[config.mk]
export PLATFORM = sky130hd
export DESIGN_NAME = req_encoder4_flat
export DESIGN_NICKNAME = d
export VERILOG_FILES = /design/src/rtl/req_enc_pkg.sv /design/src/rtl/req_encoder4_if.sv /design/src/rtl/req_encoder4_prio_enc4.sv /design/src/rtl/req_encoder4.sv /design/src/flat_wrapper.sv
export SDC_FILE = /design/constraint.sdc
export NUM_CORES = 1
export LEC_CHECK = 0
export CAP_MARGIN = 25
export CORE_AREA = 4 4 41 43
export DETAILED_ROUTE_END_ITERATION = 10
export DIE_AREA = 0 0 45 47
export DONT_BUFFER_PORTS = 1
export GPL_TIMING_DRIVEN = 0
export PLACE_DENSITY = 0.44
export SYNTH_ARGS = -nofsm -noshare
export SYNTH_HDL_FRONTEND = slang
export SYNTH_SLANG_ARGS = --single-unit
[constraint.sdc]
create_clock -name clk -period 1.2 [get_ports clk]
set_input_delay 0.3 -clock clk [delete_from_list [all_inputs] [get_ports clk]]
set_output_delay 0.3 -clock clk [all_outputs]
set_load 0.05 [all_outputs]
[src/rtl/req_enc_pkg.sv]
// req_enc_pkg: shared types and constants for the 4-to-2 request encoder
package req_enc_pkg;
    localparam int NUM_REQ = 4;
    typedef logic [1:0] code_t;
    typedef logic [NUM_REQ-1:0] req_t;
    typedef enum logic {IDLE, OUT} state_t;
endpackage

[src/rtl/req_encoder4_if.sv]
// req_encoder4_if: request capture and code handshake bundle
interface req_encoder4_if;
    import req_enc_pkg::*;
    logic en;
    req_t req;
    logic ready;
    code_t code;
    logic valid;
    req_t pending;
    logic busy;
    modport master (output en, req, ready, input code, valid, pending, busy);
    modport slave (input en, req, ready, output code, valid, pending, busy);
endinterface

[src/rtl/req_encoder4_prio_enc4.sv]
// prio_enc4: picks one set bit; fixed priority (bit 3 first) or upward wrap from start.
// ROUND_ROBIN_EN selects the wrap search; otherwise start is ignored.
module prio_enc4
    import req_enc_pkg::*;
(
    input  req_t  vec,
    input  code_t start,
    output logic  found,
    output code_t idx
);
`ifdef ROUND_ROBIN_EN
    // Walk the search order backwards so the earliest hit is the last written.
    always_comb begin
        found = 1'b0;
        idx = '0;
        for (int k = NUM_REQ - 1; k >= 0; k--)
            if (vec[start + code_t'(k)]) begin
                found = 1'b1;
                idx = start + code_t'(k);
            end
    end
`else
    logic unused_start;
    assign unused_start = ^start;
    always_comb begin
        found = 1'b0;
        idx = '0;
        for (int k = 0; k < NUM_REQ; k++)
            if (vec[k]) begin
                found = 1'b1;
                idx = code_t'(k);
            end
    end
`endif
endmodule

[src/rtl/req_encoder4.sv]
// req_encoder4: collects request lines and issues one 2-bit code per handshake.
// ROUND_ROBIN_EN switches selection from fixed priority to round-robin.
module req_encoder4
    import req_enc_pkg::*;
(
    input logic clk,
    input logic rst,
    req_encoder4_if.slave bus
);
    state_t state, state_next;
    code_t  code_q, idx, start;
    req_t   pend_q, clr;
    logic   found, load;

`ifdef ROUND_ROBIN_EN
    code_t ptr;
    always_ff @(posedge clk)
        ptr <= rst ? 2'd3 : (load && found) ? idx : ptr;
    assign start = ptr + 2'd1;
`else
    assign start = '0;
`endif

    prio_enc4 u_prio (.vec(pend_q), .start(start), .found(found), .idx(idx));

    assign load = (state == IDLE) || bus.ready;
    assign clr = (load && found) ? req_t'(1) << idx : '0;

    always_ff @(posedge clk)
        state <= rst ? IDLE : state_next;

    always_comb
        state_next = load ? (found ? OUT : IDLE) : state;

    // A req bit arriving as its pending bit retires wins, so it is granted again.
    always_ff @(posedge clk) begin
        if (rst) begin
            code_q <= '0;
            pend_q <= '0;
        end else begin
            code_q <= (load && found) ? idx : code_q;
            pend_q <= (pend_q & ~clr) | (bus.en ? bus.req : '0);
        end
    end

    always_comb begin
        bus.valid = state == OUT;
        bus.code = code_q;
        bus.pending = pend_q;
        bus.busy = (state == OUT) | (|pend_q);
    end
endmodule

[src/flat_wrapper.sv]
// flat-port wrapper written by rule: the top's interface ports become plain ports
module req_encoder4_flat import req_enc_pkg::*;
  (clk, rst, bus_en, bus_req, bus_ready, bus_code, bus_valid, bus_pending, bus_busy);
  req_encoder4_if bus_i ();
  input logic clk;
  input logic rst;
  input wire logic [$bits(bus_i.en)-1:0] bus_en;
  input wire logic [$bits(bus_i.req)-1:0] bus_req;
  input wire logic [$bits(bus_i.ready)-1:0] bus_ready;
  output wire logic [$bits(bus_i.code)-1:0] bus_code;
  output wire logic [$bits(bus_i.valid)-1:0] bus_valid;
  output wire logic [$bits(bus_i.pending)-1:0] bus_pending;
  output wire logic [$bits(bus_i.busy)-1:0] bus_busy;
  assign bus_i.en = bus_en;
  assign bus_i.req = bus_req;
  assign bus_i.ready = bus_ready;
  assign bus_code = bus_i.code;
  assign bus_valid = bus_i.valid;
  assign bus_pending = bus_i.pending;
  assign bus_busy = bus_i.busy;
  req_encoder4 u_core (.clk(clk), .rst(rst), .bus(bus_i));
endmodule
==> metrics.yaml <==
n_antenna_cell: 0
antenna_found_initial: 0
finalWeightedCongestion: 0.654
p_sw_uw: 210
die_area_um2: 2120
drt_iter0_markers: 1
fp.dieH_um: 47
min_to: "u_core.bus.code[1]"
p_sw_share_pct: 33.5
portBuffers: 0
ant_nets: 0
finClkSkew_ns: 0.00444
grtUsageMet1_pct: 6.39
grtUsageTotal_pct: 6.72
ff2ff_path_depth: 4
place_inst: 46
critPathRequiredTime_ns: 0.90
start_util_pct: 22.4
p_int_uw: 417
outcome: "finished with violations"
clockPowerShare_pct: 33.3
timing.setup.tns_ns: -0.332
min_period_ns: 1.50
critical_path_class: "reg -> out"
power_frac_comb_pct: 13.4
vdd_drop_max_mv: 0.431
grt_use_met3_pct: 6.51
ys_ff_latch: 7
synth.cell_area_um2: 292
cp-end-kind: "output pin"
stdcell_area_um2: 377
reg2reg_from: "u_core.bus.pending[0]"
setup_viol: 2
synth-edff-count: 0
holdWs_ns: 0.107
p_per_area_nw_per_um2: 1670
yosys.area.top_type: "dfxtp_1"
ios: 16
grt_use_met2_pct: 8.76
synthesis.nets: 39
async_reset_ff_share_pct: 0
yosysMostFrequentCell: "dfxtp_1"
grt_max_degree: 9
globalRouteOverflowTotal: 0
die-width_um: 45
synth_area_leaders: "dfxtp_1 48%, a21oi_1 10%, nor4_4 7.3%"
wire_per_inst_um: 13.3
htreeDepth: 1
cts_tree: "built"
vias_per_cell: 4.73
areaGrowthSynthToFinish_pct: 29.2
grt_pass1_vias: 240
avgSynthCellArea_um2: 9.40
ys_warn_count: 0
rsz0062_at_grt: "true"
failed_checks: "negative setup slack"
path_clk_slew_ns: 0.05
route.detailed.drc: 0
fmax_mhz: 668
regToRegSetupSlack_ns: -0.03
yosysTopAreaCellShare_pct: 48.1
fin_crit_sh_pct: 125
r2r-end: "u_core.bus.code[0]"
hold_start: "rst"
postSynthCellCount: 31
ys_top_cells_by_count: "7 x dfxtp_1, 6 x a21oi_1, 3 x nand2_1"
cts_buffers: 3
ys.flop_type: "dfxtp_1"
ys_seq_area_share_pct: 48.1
hold_path_class: "in -> reg"
via_count: 241
hold_buffers: 0
clockBufferDepth: 2
dp_slack_ns: -0.143
stdcell_count: 51
nets: 45
synth_cell_types: 15
coreArea_um2: 1300
worst_slew_pin_slew_ns: 0.392
hold_viol: 0
cp-start-kind: "flop"
p_leak_nw: 0.140
postPlaceCellArea_um2: 329
totalPowerFinal_uw: 627
utilization_pct: 28.9
grt_pass1_wl_um: 972
power_frac_seq_pct: 53.3
busiest_layer: "met2"
crit_fanout: 4
slew_headroom_pct: 73.9
root_buffer: "clkbuf_4"
drive_above_1_share_pct: 41.7
row_count: 13
dr.pass1.iters: 2
routed_wl_um: 676
whs_path_depth: 1
cap_violations: 0
setup_ws_ns: -0.297
slew_viol_final: 0
cts_sinks: 7
crit_arrival_ns: 1.20
insertion_delay_ns: 0.25
==> worst max path at each step <==
stage | from | end | slack [ns]
after floorplan | u_core.bus.pending[3] | bus_busy | -0.07
after global placement | u_core.bus.pending[3] | bus_busy | -0.14
after detailed placement | u_core.bus.pending[3] | bus_busy | -0.14
after CTS | u_core.bus.pending[0] | bus_busy | -0.31
after global routing | u_core.bus.pending[0] | bus_busy | -0.35
final | u_core.bus.pending[0] | bus_busy | -0.30
==> state kept, by name, indices dropped and copies added (netlist names) <==
| register | flops |
|---|---|
| u_core.bus.pending | 4 |
| u_core.bus.code | 2 |
| u_core.bus.valid | 1 |
==> final cells by class <==
type	count	area (µm²)
clock buffers	4	26.3
fillers	152	925
inverters	2	7.51
multi-input cells	22	160
flip-flops and latches	7	156
well taps	15	18.8
repair buffers	1	7.51
==> critical path, cell delays in order (launching register included) <==
cell,delay [ns]
dfxtp_4,0.41
nor4_4,0.36
nand2b_4,0.18
==> cells by family after synthesis <==
family	count (synthesis)	share of synthesized area, %
AO/OA/AOI/OAI	14	29.6
buffers and inverters	2	2.58
flip-flops	7	48.1
AND/OR/NAND/NOR	8	19.7
==> timing repair <==
item,4_1_cts,5_1_grt
pin swaps,5,1
buffers inserted,1,0
setup endpoints to repair,3,8
gates resized for setup,1,4
==> per-layer routing <==
layer,vias to the layer above,wire [µm]
li1,125,-
met1,104,239
met2,10,305
met3,2,115
met4,0,17
met5,-,0
==> placed cells by master, fill, tap and decap left out, types with 2 or more instances in the layout <==
cell,Yosys,layout
a21oi_1,6,6
clkbuf_4,0,3
dfxtp_2,0,4
dfxtp_4,0,3
inv_1,2,2
nand2_1,3,3
==> power groups by stage <==
stage               Combinational, mW  Sequential (mW)  Clock [mW]
floorplan                      0.0678            0.333           0
global placement               0.0742            0.339           0
detailed placement             0.0748            0.339           0
CTS                            0.0812            0.333       0.215
global route                   0.0907            0.338       0.232
finish                         0.0840            0.335       0.209
No activity file was read; power rests on OpenSTA's default activity.
